**config.mk**
```make
export PLATFORM = sky130hd
export DESIGN_NAME = rom_burst_reader_flat
export DESIGN_NICKNAME = d
export VERILOG_FILES = /design/src/rtl/rom_burst_reader_if.sv /design/src/rtl/rom_burst_reader.sv /design/src/flat_wrapper.sv
export SDC_FILE = /design/constraint.sdc
export NUM_CORES = 1
export LEC_CHECK = 0
export BUFFER_PORTS_ARGS = -buffer_cell sky130_fd_sc_hd__buf_2
export CAP_MARGIN = 5
export CORE_MARGIN = 1.5
export CORE_UTILIZATION = 55
export DETAILED_ROUTE_END_ITERATION = 6
export PLACE_DENSITY = 0.72
export SLEW_MARGIN = 30
export SYNTH_ARGS = -nofsm -noshare
export SYNTH_HDL_FRONTEND = slang
export SYNTH_SLANG_ARGS = --single-unit
```
**constraint.sdc**
```tcl
create_clock -name clk -period 4.1 [get_ports clk]
set_input_delay 0.41 -clock clk [delete_from_list [all_inputs] [get_ports clk]]
set_output_delay 0.41 -clock clk [all_outputs]
set_load 0.03 [all_outputs]
```
**src/rtl/rom_burst_reader_if.sv**
```systemverilog
// Command, ROM-side and output-stream signals of rom_burst_reader.
// Optional feature macro: ROM_READER_CHECKSUM_EN adds the checksum signal.
interface rom_burst_reader_if #(
  parameter int ADDR_W = 7,
  parameter int DATA_W = 8
);
  logic              start;
  logic [ADDR_W-1:0] start_addr;
  logic [ADDR_W:0]   len;
  logic              busy;
  logic              done;
  logic [ADDR_W-1:0] rom_addr;
  logic [DATA_W-1:0] rom_data;
  logic [DATA_W-1:0] out_data;
  logic              out_valid;
  logic              out_ready;
  logic              out_last;
`ifdef ROM_READER_CHECKSUM_EN
  logic [DATA_W-1:0] checksum;
`endif

  modport master (
    input  start, start_addr, len, rom_data, out_ready,
`ifdef ROM_READER_CHECKSUM_EN
    output checksum,
`endif
    output busy, done, rom_addr, out_data, out_valid, out_last
  );

  modport slave (
    output start, start_addr, len, rom_data, out_ready,
`ifdef ROM_READER_CHECKSUM_EN
    input  checksum,
`endif
    input  busy, done, rom_addr, out_data, out_valid, out_last
  );
endinterface

```
**src/rtl/rom_burst_reader.sv**
```systemverilog
// Burst read master for a synchronous ROM: issues sequential addresses, buffers words in a
// 4-entry FIFO under credit control and streams them out. Optional macro: ROM_READER_CHECKSUM_EN.
module rom_burst_reader #(
  parameter int ADDR_W = 7,
  parameter int DATA_W = 8
) (
  input  logic              clk,
  input  logic              rst,
  rom_burst_reader_if.master bus
);

  typedef enum logic [1:0] {IDLE, RUN, DRAIN, DONE} state_t;

  state_t            state_q;
  logic [ADDR_W-1:0] addr_q;
  logic [ADDR_W-1:0] rom_addr_q;
  logic [ADDR_W:0]   rem_q;
  logic [2:0]        outst_q, outst_d;
  logic              busy_q, done_q;

  logic              vld_p0, vld_p1;
  logic              last_p0, last_p1;

  logic [DATA_W-1:0] buf_data [4];
  logic [3:0]        buf_last;
  logic [1:0]        wr_ptr_q, rd_ptr_q;
  logic [2:0]        cnt_q, cnt_d;

  logic              start_ok, issue, issue_last, push, pop, out_valid, drain_exit;
  logic [ADDR_W-1:0] addr_base;
  logic [ADDR_W:0]   rem_base;

  always_comb begin
    start_ok   = (state_q == IDLE) && bus.start;
    issue      = (start_ok && (bus.len != '0)) || ((state_q == RUN) && (outst_q < 3'd4));
    addr_base  = start_ok ? bus.start_addr : addr_q;
    rem_base   = start_ok ? bus.len : rem_q;
    issue_last = (rem_base == (ADDR_W+1)'(1));
    out_valid  = (cnt_q != 3'd0);
    push       = vld_p1;
    pop        = out_valid && bus.out_ready;
    cnt_d      = cnt_q + 3'(push) - 3'(pop);
    outst_d    = outst_q + 3'(issue) - 3'(pop);
    // Leave DRAIN on the edge that empties the buffer, so done lines up one edge after the last beat.
    drain_exit = !vld_p0 && !vld_p1 && ((cnt_q == 3'd0) || ((cnt_q == 3'd1) && pop));
  end

  always_ff @(posedge clk or posedge rst) begin
    if (rst) begin
      state_q    <= IDLE;
      addr_q     <= '0;
      rom_addr_q <= '0;
      rem_q      <= '0;
      outst_q    <= '0;
      busy_q     <= 1'b0;
      done_q     <= 1'b0;
      vld_p0     <= 1'b0;
      vld_p1     <= 1'b0;
      last_p0    <= 1'b0;
      last_p1    <= 1'b0;
      wr_ptr_q   <= '0;
      rd_ptr_q   <= '0;
      cnt_q      <= '0;
    end else begin
      // Issue stage -> ROM register stage -> buffer write
      vld_p0  <= issue;
      last_p0 <= issue && issue_last;
      vld_p1  <= vld_p0;
      last_p1 <= last_p0;
      outst_q <= outst_d;
      cnt_q   <= cnt_d;
      if (push) wr_ptr_q <= wr_ptr_q + 2'd1;
      if (pop)  rd_ptr_q <= rd_ptr_q + 2'd1;
      if (issue) begin
        rom_addr_q <= addr_base;
        addr_q     <= addr_base + ADDR_W'(1);
        rem_q      <= rem_base - (ADDR_W+1)'(1);
      end
      done_q <= 1'b0;
      case (state_q)
        IDLE: if (bus.start) begin
          busy_q  <= 1'b1;
          // Zero-length and single-word bursts have nothing further to issue.
          state_q <= (bus.len > (ADDR_W+1)'(1)) ? RUN : DRAIN;
        end
        RUN: if (issue && issue_last) state_q <= DRAIN;
        DRAIN: if (drain_exit) begin
          state_q <= DONE;
          done_q  <= 1'b1;
        end
        DONE: begin
          state_q <= IDLE;
          busy_q  <= 1'b0;
        end
        default: state_q <= IDLE;
      endcase
    end
  end

  always_ff @(posedge clk) begin
    if (push) begin
      buf_data[wr_ptr_q] <= bus.rom_data;
      buf_last[wr_ptr_q] <= last_p1;
    end
  end

  assign bus.busy      = busy_q;
  assign bus.done      = done_q;
  assign bus.rom_addr  = rom_addr_q;
  assign bus.out_valid = out_valid;
  assign bus.out_data  = out_valid ? buf_data[rd_ptr_q] : '0;
  assign bus.out_last  = out_valid && buf_last[rd_ptr_q];

`ifdef ROM_READER_CHECKSUM_EN
  logic [DATA_W-1:0] csum_q;

  always_ff @(posedge clk or posedge rst) begin
    if (rst)           csum_q <= '0;
    else if (start_ok) csum_q <= '0;
    else if (pop)      csum_q <= csum_q ^ bus.out_data;
  end

  assign bus.checksum = csum_q;
`endif

endmodule

```
**src/flat_wrapper.sv**
```systemverilog
// flat-port wrapper written by rule: the top's interface ports become plain ports
module rom_burst_reader_flat 
#(
  parameter int ADDR_W = 7,
  parameter int DATA_W = 8
)
  (clk, rst, bus_start, bus_start_addr, bus_len, bus_rom_data, bus_out_ready, bus_busy, bus_done, bus_rom_addr, bus_out_data, bus_out_valid, bus_out_last);
  rom_burst_reader_if #(.ADDR_W(ADDR_W), .DATA_W(DATA_W)) bus_i ();
  input  logic clk;
  input  logic rst;
  input wire logic [$bits(bus_i.start)-1:0] bus_start;
  input wire logic [$bits(bus_i.start_addr)-1:0] bus_start_addr;
  input wire logic [$bits(bus_i.len)-1:0] bus_len;
  input wire logic [$bits(bus_i.rom_data)-1:0] bus_rom_data;
  input wire logic [$bits(bus_i.out_ready)-1:0] bus_out_ready;
  output wire logic [$bits(bus_i.busy)-1:0] bus_busy;
  output wire logic [$bits(bus_i.done)-1:0] bus_done;
  output wire logic [$bits(bus_i.rom_addr)-1:0] bus_rom_addr;
  output wire logic [$bits(bus_i.out_data)-1:0] bus_out_data;
  output wire logic [$bits(bus_i.out_valid)-1:0] bus_out_valid;
  output wire logic [$bits(bus_i.out_last)-1:0] bus_out_last;
  assign bus_i.start = bus_start;
  assign bus_i.start_addr = bus_start_addr;
  assign bus_i.len = bus_len;
  assign bus_i.rom_data = bus_rom_data;
  assign bus_i.out_ready = bus_out_ready;
  assign bus_busy = bus_i.busy;
  assign bus_done = bus_i.done;
  assign bus_rom_addr = bus_i.rom_addr;
  assign bus_out_data = bus_i.out_data;
  assign bus_out_valid = bus_i.out_valid;
  assign bus_out_last = bus_i.out_last;
  rom_burst_reader #(.ADDR_W(ADDR_W), .DATA_W(DATA_W)) u_core (.clk(clk), .rst(rst), .bus(bus_i));
endmodule
```
==> results.md, run 1 <==
* Synth Flop Type: dfrtp_1
* CP startpoint: u_core.state_q[0]$_DFFE_PP0P_
* Internal Power at 1980 uW
* Switching share of power at 40.1%
* Dpl hpwl at 5.15 mm
* Fmax at 344 MHz
* Vias per inst at 5.64
* Drt wl/cell at 15.2 um
* Antenna violation net count after detailed routing at 0
* Clock sink total at 76
* Antenna diodes at 0
* Period Utilization, post-route at 70.9%
* Synth Instances at 338
* CTS H-tree depth at 3
* DRT Pass-1 Iters at 4
* First-pass GRT wire length at 12.2 mm
* Total CTS buffers at 9
* Syn-to-layout area delta at 12.9%
* Ratio of cells with drive above 1 in the final layout at 23.8%
* #FFs+latches synth at 76
* Number of remaining DRC errors at 0
* Flop pwr share at 39.4%
* Switching pwr at 1320 uW
* Register area at 2080 um2
* Setup Fix Bufs, Post-CTS at 0
* Die area at 7660 um2
* Core area at 6870 um2
* Main combinational cell family by area after synthesis: simple AND/OR/NAND/NOR gates
* Pin count of the biggest net entering global routing at 41
* Worst Hold Class: in -> async
* Worst hold slack at 172 ps
* Post-synth cell types at 58
* Worst-path fanout max at 28
* Slew @ Worst Pin at 627 ps
* Die Height at 87.5 um
* Post-synth top area cell: edfxtp_1
* Synth area leaders: edfxtp_1, dfrtp_1, mux4_2, ha_1, nand2_1
* Number of synthesized flops with an enable pin at 36
* Fillers at 539
* R2r startpoint: u_core.state_q[0]$_DFFE_PP0P_
* Clock Power Share at 19.9%
* FP Rows at 30
* Worst slew margin at 58.2%
* Final #Nets at 426
* Cts repair resizes at 0
* Setup TNS at 0 ps
* RSZ-0062 raised after global routing: no
* IO buf count at 45
* Cell with the most instances after synthesis: dfrtp_1
* CP startpoint kind: flop
* CP Class: reg -> reg
* Final Power at 3300 uW
* CTS Hold Bufs at 0
* CTS tree: yes
* Pre-CTS setup slack at 1200 ps
* Critical Path RT at 4380 ps
* Initial antenna violation count at 0
* Final setup vio count at 0
* Wirelength, routed at 7.32 mm
* Number of global-route vias before repair at 2,528
* DR iter-0 viols at 177
* Comb pwr share at 40.8%
* Post-synthesis simple-gate area fraction at 14.6%
* Lkg Pwr at 0.00188 uW
* Io pins at 46
* PnR worst setup slack at 1190 ps
* Status: finished, final reports clean
* Max VDD drop at 340 uV
* Mux cell area share after synthesis at 8.85%
* Area share of the largest cell type after synthesis at 27.5%
* Placer Congestion at 0.829
* Clock Pin Slew Worst Setup and Hold Paths at 80 ps
* Total number of vias at 2,720
* Mapped cell area at 3930 um2
* Syn nets at 383
* WP data arrival at 3180 ps
* Clk_skew at 10.8 ps
* Die W at 87.5 um
* Synth Warn # at 0
* Clock latency on the worst-skew pair at 350 ps
* Mapped Avg Cell Area at 11.6 um2
* Final Hold Vio Count at 0
* Ys async rst share at 52.6%
* Initial Utilization at 57.2%
* Post-Synth Adder-Cell Area at 6.11%
* GRT Total Usage at 21.3%
* Seq/Total Area, Yosys at 53.0%
* Final global-route overflow total at 0
* Final Max Slew Viols at 0
* Min Tclk post-route at 2910 ps
* Xor/xnor share of the synthesized area at 1.78%
* Clock Path Buffers at 2
* Multi-input combinational cell area at 1670 um2
* Post-synth top cells: dfrtp_1, edfxtp_1, nand2_1
* Number of max-cap violations at 0
* CTS root buffer: clkbuf_8
* Compound-Gate Fraction of Synth Area at 11.2%
* Power per Cell Area at 743 nW/um2
* Crit. End Element: flop
## worst paths after layout
check                                                      to  slack [ps]  cells past startpoint
max                               u_core.outst_q[2]$_DFF_PP0_        1190                     12
min                                 u_core.cnt_q[2]$_DFF_PP0_         170                      3
max reg2reg                       u_core.outst_q[2]$_DFF_PP0_        1190                     12
min in group clk              u_core.buf_data[0][3]$_DFFE_PP_         270                      1
max in group asynchronous  u_core.bus.rom_addr[5]$_DFFE_PP0N_        3560                      3
min reg2reg                          u_core.last_p1$_DFF_PP0_         350                      0
## sequential cells by signal (all words and copies together) (netlist names), 2 cells and up
name	cells
u_core.outst_q	3
u_core.wr_ptr_q	2
u_core.rd_ptr_q	2
u_core.addr_q	7
u_core.state_q	2
u_core.buf_data	32
u_core.buf_last	4
u_core.cnt_q	3
u_core.bus.rom_addr	7
u_core.rem_q	8
## cells in the final DEF, fill, tap and decap left out, types with 3 or more instances in the layout
cell type  instances
nor3_1             9
and3_1             4
a21oi_1           18
nand3_1            3
xnor2_1            6
mux4_2             9
and2_1            15
ha_1              16
nand2_1           36
dfrtp_1           40
o21ai_0           20
clkbuf_8           9
buf_4              3
nor4_1             4
o31ai_1            3
edfxtp_1          36
nand4_1            5
mux2i_1           10
o21ai_1            4
inv_6              3
inv_1             21
nor2_1            18
buf_2             45
## final cells by class
type / instances / share of cell area (%)
Sequential cell: 76 / 46.9
Multi-Input combinational cell: 223 / 37.7
Timing Repair Buffer: 48 / 5.58
Clock buffer: 9 / 2.79
Tap cell: 96 / 2.71
Clock inverter: 7 / 2.37
Inverter: 23 / 1.95
## power groups by stage
stage,clock [uW],combinational (uW),sequential [uW]
global route,704,1520,1340
CTS,667,1360,1300
finish,655,1340,1300
floorplan,0,1060,1290
global placement,0,1320,1310
detailed placement,0,1360,1320
## critical path, cell delays in order, from the launching register on
cell and delay, ps:
dfrtp_1 420, inv_1 140, ha_1 160, buf_4 210, nand2_2 80, a31oi_1 350, nor2_4 210, inv_2 320
ha_1 210, inv_1 50, fa_1 370, xnor2_1 180, xnor2_1 140
## kinds of logic after synthesis
kind of cell,count (synthesis)
fa+ha+maj,18
flops,76
mux,22
buf+inv,39
compound gates,66
xor+xnor,8
simple gates,109
## per-stage QoR
step	cells	instance area [um2]	utilization [%]
6_report	482	4440	64.6
3_5_place_dp	466	4210	61.3
3_3_place_gp	466	4210	61.3
4_1_cts	482	4440	64.6
5_1_grt	482	4440	64.6
2_1_floorplan	338	3930	-
## routing by layer
layer  global-route usage [%]  routed length (um)  up-vias
met5                        0                   0        -
met2                     34.5                3740       82
met4                     8.66                  99        0
li1                         -                   -     1310
met1                     29.0                3100     1318
met3                     3.30                 383       10
Note: power is estimated with default switching activity, not from simulation.
==> run 2: changes to the inputs <==
==> constraint.sdc (replaced) <==
create_clock -name clk -period 2.68 [get_ports clk]
set_input_delay 0.268 -clock clk [delete_from_list [all_inputs] [get_ports clk]]
set_output_delay 0.268 -clock clk [all_outputs]
set_load 0.03 [all_outputs]
==> results.md, run 2 (synthesis results as in run 1) <==
* Failing checks: negative hold slack
* Dpl hpwl at 5.64 mm
* Placer Congestion at 0.848
* Worst slew margin at 45.1%
* FP Rows at 30
* Final Hold Vio Count at 21
* Vias per inst at 5.59
* Crit-path leading delay family: adder cells
* Fillers at 549
* GRT Total Usage at 22.5%
* Slew @ Worst Pin at 818 ps
* Worst Hold Class: in -> async
* Initial Utilization at 57.2%
* Clock Pin Slew Worst Setup and Hold Paths at 80 ps
* Commonest non-fill, non-tap cell in the layout: buf_2
* Cts repair resizes at 0
* CTS H-tree depth at 3
* Most frequent cells in the layout: buf_2, dfrtp_1, nand2_1, edfxtp_1
* Worst-path fanout max at 12
* Ratio of cells with drive above 1 in the final layout at 25.1%
* Worst hold slack at -28.6 ps
* Setup Fix Bufs, Post-CTS at 0
* Fmax at 418 MHz
* Critical Path RT at 2950 ps
* Post-layout util at 65.8%
* Number of global-route vias before repair at 2,715
* Min Tclk post-route at 2390 ps
* Max FFs per register at 32
* Antenna violation net count after detailed routing at 0
* Antenna diodes at 0
* Final Max Slew Viols at 0
* Clock Path Buffers at 2
* Total number of vias at 2,738
* Crit. End Element: flop
* Clock sink total at 76
* First-pass GRT wire length at 13.0 mm
* Wirelength, routed at 7.91 mm
* Pin count of the biggest net entering global routing at 28
* CP max stage delay at 430 ps
* Reg with most FFs: u_core.buf_data
* Clock latency on the worst-skew pair at 340 ps
* CTS root buffer: clkbuf_8
* Max VDD drop at 489 uV
* Final setup vio count at 0
* IO buf count at 45
* Final #Nets at 434
* Lkg Pwr at 0.00192 uW
* Io pins at 46
* Crit path cell chain: inv_1 > ha_1 > nand2_2 > a31oi_1 > nor2_4 > inv_2 > ha_1 > inv_1 > fa_1 > xnor2_1 > xnor2_1
* CP Class: reg -> reg
* DR iter-0 viols at 126
* Number of remaining DRC errors at 0
* Syn-to-layout area delta at 15.0%
* Number of max-cap violations at 0
* Status: complete, but fails checks
* Die area at 7660 um2
* Crit path buf inv count at 3
* Core area at 6870 um2
* CTS tree: yes
* Die W at 87.5 um
* Power per Cell Area at 1150 nW/um2
* Period Utilization, post-route at 89.3%
* DRT Pass-1 Iters at 4
* Total CTS buffers at 9
* RSZ-0062 raised after global routing: no
* CTS Hold Bufs at 0
* Clk_skew at 4.42 ps
* Initial antenna violation count at 0
* WP data arrival at 2660 ps
* Final global-route overflow total at 0
* Drt wl/cell at 16.1 um
* Die Height at 87.5 um
* Crit-path slowest cell: dfrtp_1
* CP startpoint kind: flop
* Largest regs: u_core.buf_data x32, u_core.rem_q x8
* Setup TNS at 0 ps
[run 2: final timing paths]
kind                                                   endpoint  slack, ps  cells past startpoint                           from
worst max-delay path                u_core.outst_q[2]$_DFF_PP0_        290                     11  u_core.state_q[1]$_DFFE_PP0P_
worst min-delay path                   u_core.last_p0$_DFF_PP0_        -30                      2                            rst
worst max register to register      u_core.outst_q[2]$_DFF_PP0_        290                     11  u_core.state_q[1]$_DFFE_PP0P_
worst min register to register         u_core.last_p1$_DFF_PP0_        360                      0       u_core.last_p0$_DFF_PP0_
max in group asynchronous          u_core.addr_q[2]$_DFFE_PP0N_       2130                      3                            rst
min in group clk                u_core.buf_data[1][0]$_DFFE_PP_        130                      1                bus_rom_data[0]
[run 2: metrics by stage]
stage               cell area [um2]  cells  power (uW)  setup WS [ps]
global placement               4270    474        4100            381
finish                         4520    490        5210            285
CTS                            4520    490        5240            263
floorplan                      3930    338        3590           99.4
detailed placement             4270    474        4210            269
global route                   4520    490        5560            107
[run 2: area by class of cell]
cell class,count,area [um2],area share [%]
Tap cell,96,120,2.66
Multi-Input combinational cell,223,1670,37.0
Clock inverter,3,47.5,1.05
Sequential cell,76,2080,46.1
Clock buffer,13,203,4.49
Inverter,23,86.3,1.91
Timing Repair Buffer,56,308,6.81
[run 2: layer usage]
metal	up-vias	share of wire (%)	GRT usage, %
li1	1322	-	-
met1	1324	44	29.0
met2	74	50	36.6
met4	0	2.8	12.3
met3	18	3.5	3.49
met5	-	0	0
[run 2: power breakdown]
| part | leakage, uW | internal [uW] | switching (uW) |
|---|---|---|---|
| Combinational | 0.000996 | 887 | 1280 |
| Sequential | 0.000804 | 1660 | 343 |
| Clock | 0.000125 | 604 | 439 |
==> run 3: changes to the inputs <==
==> constraint.sdc (replaced) <==
create_clock -name clk -period 2.68 [get_ports clk]
set_input_delay 0.536 -clock clk [delete_from_list [all_inputs] [get_ports clk]]
set_output_delay 0.536 -clock clk [all_outputs]
set_load 0.03 [all_outputs]
==> results.md, run 3 (synthesis results as in run 1) <==
* DRT Pass-1 Iters at 4
* Number of max-cap violations at 0
* Final Max Slew Viols at 0
* Clock Power Share at 15.3%
* Switching share of power at 41.2%
* Die W at 87.5 um
* PnR worst setup slack at 279 ps
* Slew @ Worst Pin at 525 ps
* Power per Cell Area at 1100 nW/um2
* Comb pwr share at 44.9%
* Placer Congestion at 0.889
* Syn-to-layout area delta at 13.0%
* Cts repair resizes at 0
* CTS Hold Bufs at 0
* Switching pwr at 2010 uW
* Pin count of the biggest net entering global routing at 41
* Clock Pin Slew Worst Setup and Hold Paths at 80 ps
* Total number of vias at 2,730
* Flop pwr share at 39.8%
* Clock latency on the worst-skew pair at 340 ps
* Final Hold Vio Count at 0
* CTS H-tree depth at 3
* Most frequent cells in the layout: buf_2, dfrtp_1, nand2_1, edfxtp_1, inv_1
* Number of global-route vias before repair at 2,632
* Total CTS buffers at 9
* Wirelength, routed at 7.65 mm
* Die area at 7660 um2
* Final #Nets at 435
* Worst Hold Class: in -> async
* Clock Path Buffers at 2
* Setup Fix Bufs, Post-CTS at 0
* Final global-route overflow total at 0
* DR iter-0 viols at 193
* Antenna diodes at 0
* Commonest non-fill, non-tap cell in the layout: buf_2
* Final setup vio count at 0
* Worst slew margin at 65.0%
* Critical Path RT at 2900 ps
* IO buf count at 45
* Initial antenna violation count at 0
* Reg with most FFs: u_core.buf_data
* CP Class: reg -> reg
* Crit. End Element: flop
* Clk_skew at 9.86 ps
* Period Utilization, post-route at 89.6%
* Status: finished, final reports clean
* Core area at 6870 um2
* First-pass GRT wire length at 12.5 mm
* Clock sink total at 76
* Internal Power at 2880 uW
* WP data arrival at 2620 ps
* Vias per inst at 5.56
* CTS root buffer: clkbuf_8
* Largest regs: u_core.buf_data x32, u_core.rem_q x8
* Fmax at 416 MHz
* Worst-path fanout max at 13
* Pre-CTS setup slack at 303 ps
* FP Rows at 30
* Initial Utilization at 57.2%
* CP startpoint kind: flop
* CTS tree: yes
* Io pins at 46
* Antenna violation net count after detailed routing at 0
* Ratio of cells with drive above 1 in the final layout at 24.8%
* Max VDD drop at 530 uV
* Max FFs per register at 32
* Dpl hpwl at 5.50 mm
* Worst hold slack at 313 ps
* Die Height at 87.5 um
* Setup TNS at 0 ps
* RSZ-0062 raised after global routing: no
* Min Tclk post-route at 2400 ps
* R2R cell count at 8
* Drt wl/cell at 15.6 um
* Number of remaining DRC errors at 0
* GRT Total Usage at 21.8%
* Lkg Pwr at 0.00189 uW
* Post-layout util at 64.6%
## run 3: through the flow
step / power, uW / area [um2] / std cells
2_1_floorplan: 3590 / 3930 / 338
3_3_place_gp: 4100 / 4280 / 475
3_5_place_dp: 4180 / 4280 / 475
4_1_cts: 4930 / 4440 / 491
5_1_grt: 5230 / 4440 / 491
6_report: 4890 / 4440 / 491
## run 3: worst max-delay path: stages, from the launching register on
cell	delay (ps)
dfrtp_1	410
inv_1	140
ha_1	250
and2_4	290
mux2i_1	280
ha_1	190
nor3b_2	240
o221ai_2	150
mux2_1	330
## run 3: power groups by stage
stage / combinational [uW] / clock (uW) / sequential, uW
6_report: 2200 / 748 / 1950
5_1_grt: 2420 / 812 / 2000
4_1_cts: 2220 / 767 / 1950
3_5_place_dp: 2210 / 0 / 1970
3_3_place_gp: 2160 / 0 / 1950
2_1_floorplan: 1620 / 0 / 1970
## run 3: per-layer routing
metal | global-route usage, % | wire [um]
met5 | 0 | 0
met1 | 29.1 | 3430
met3 | 3.96 | 380
met2 | 34.5 | 3690
met4 | 10.7 | 153
## run 3: worst paths after layout
kind,start,to,slack (ps)
max in group asynchronous,rst,u_core.rem_q[7]$_DFFE_PP0N_,2000
max reg2reg,u_core.state_q[0]$_DFFE_PP0P_,u_core.state_q[1]$_DFFE_PP0P_,280
min in group clk,u_core.last_p0$_DFF_PP0_,u_core.last_p1$_DFF_PP0_,370
max,u_core.state_q[0]$_DFFE_PP0P_,u_core.state_q[1]$_DFFE_PP0P_,280
min reg2reg,u_core.last_p0$_DFF_PP0_,u_core.last_p1$_DFF_PP0_,370
min,rst,u_core.outst_q[1]$_DFF_PP0_,310
## run 3: final cells by class
cell class | count | area, um2
fill | 546 | 2430
sequential | 76 | 2080
multi-input combinational | 223 | 1670
timing repair buffer | 57 | 315
clock buffer | 12 | 135
tap | 96 | 120
inverter | 23 | 86.3
clock inverter | 4 | 28.8
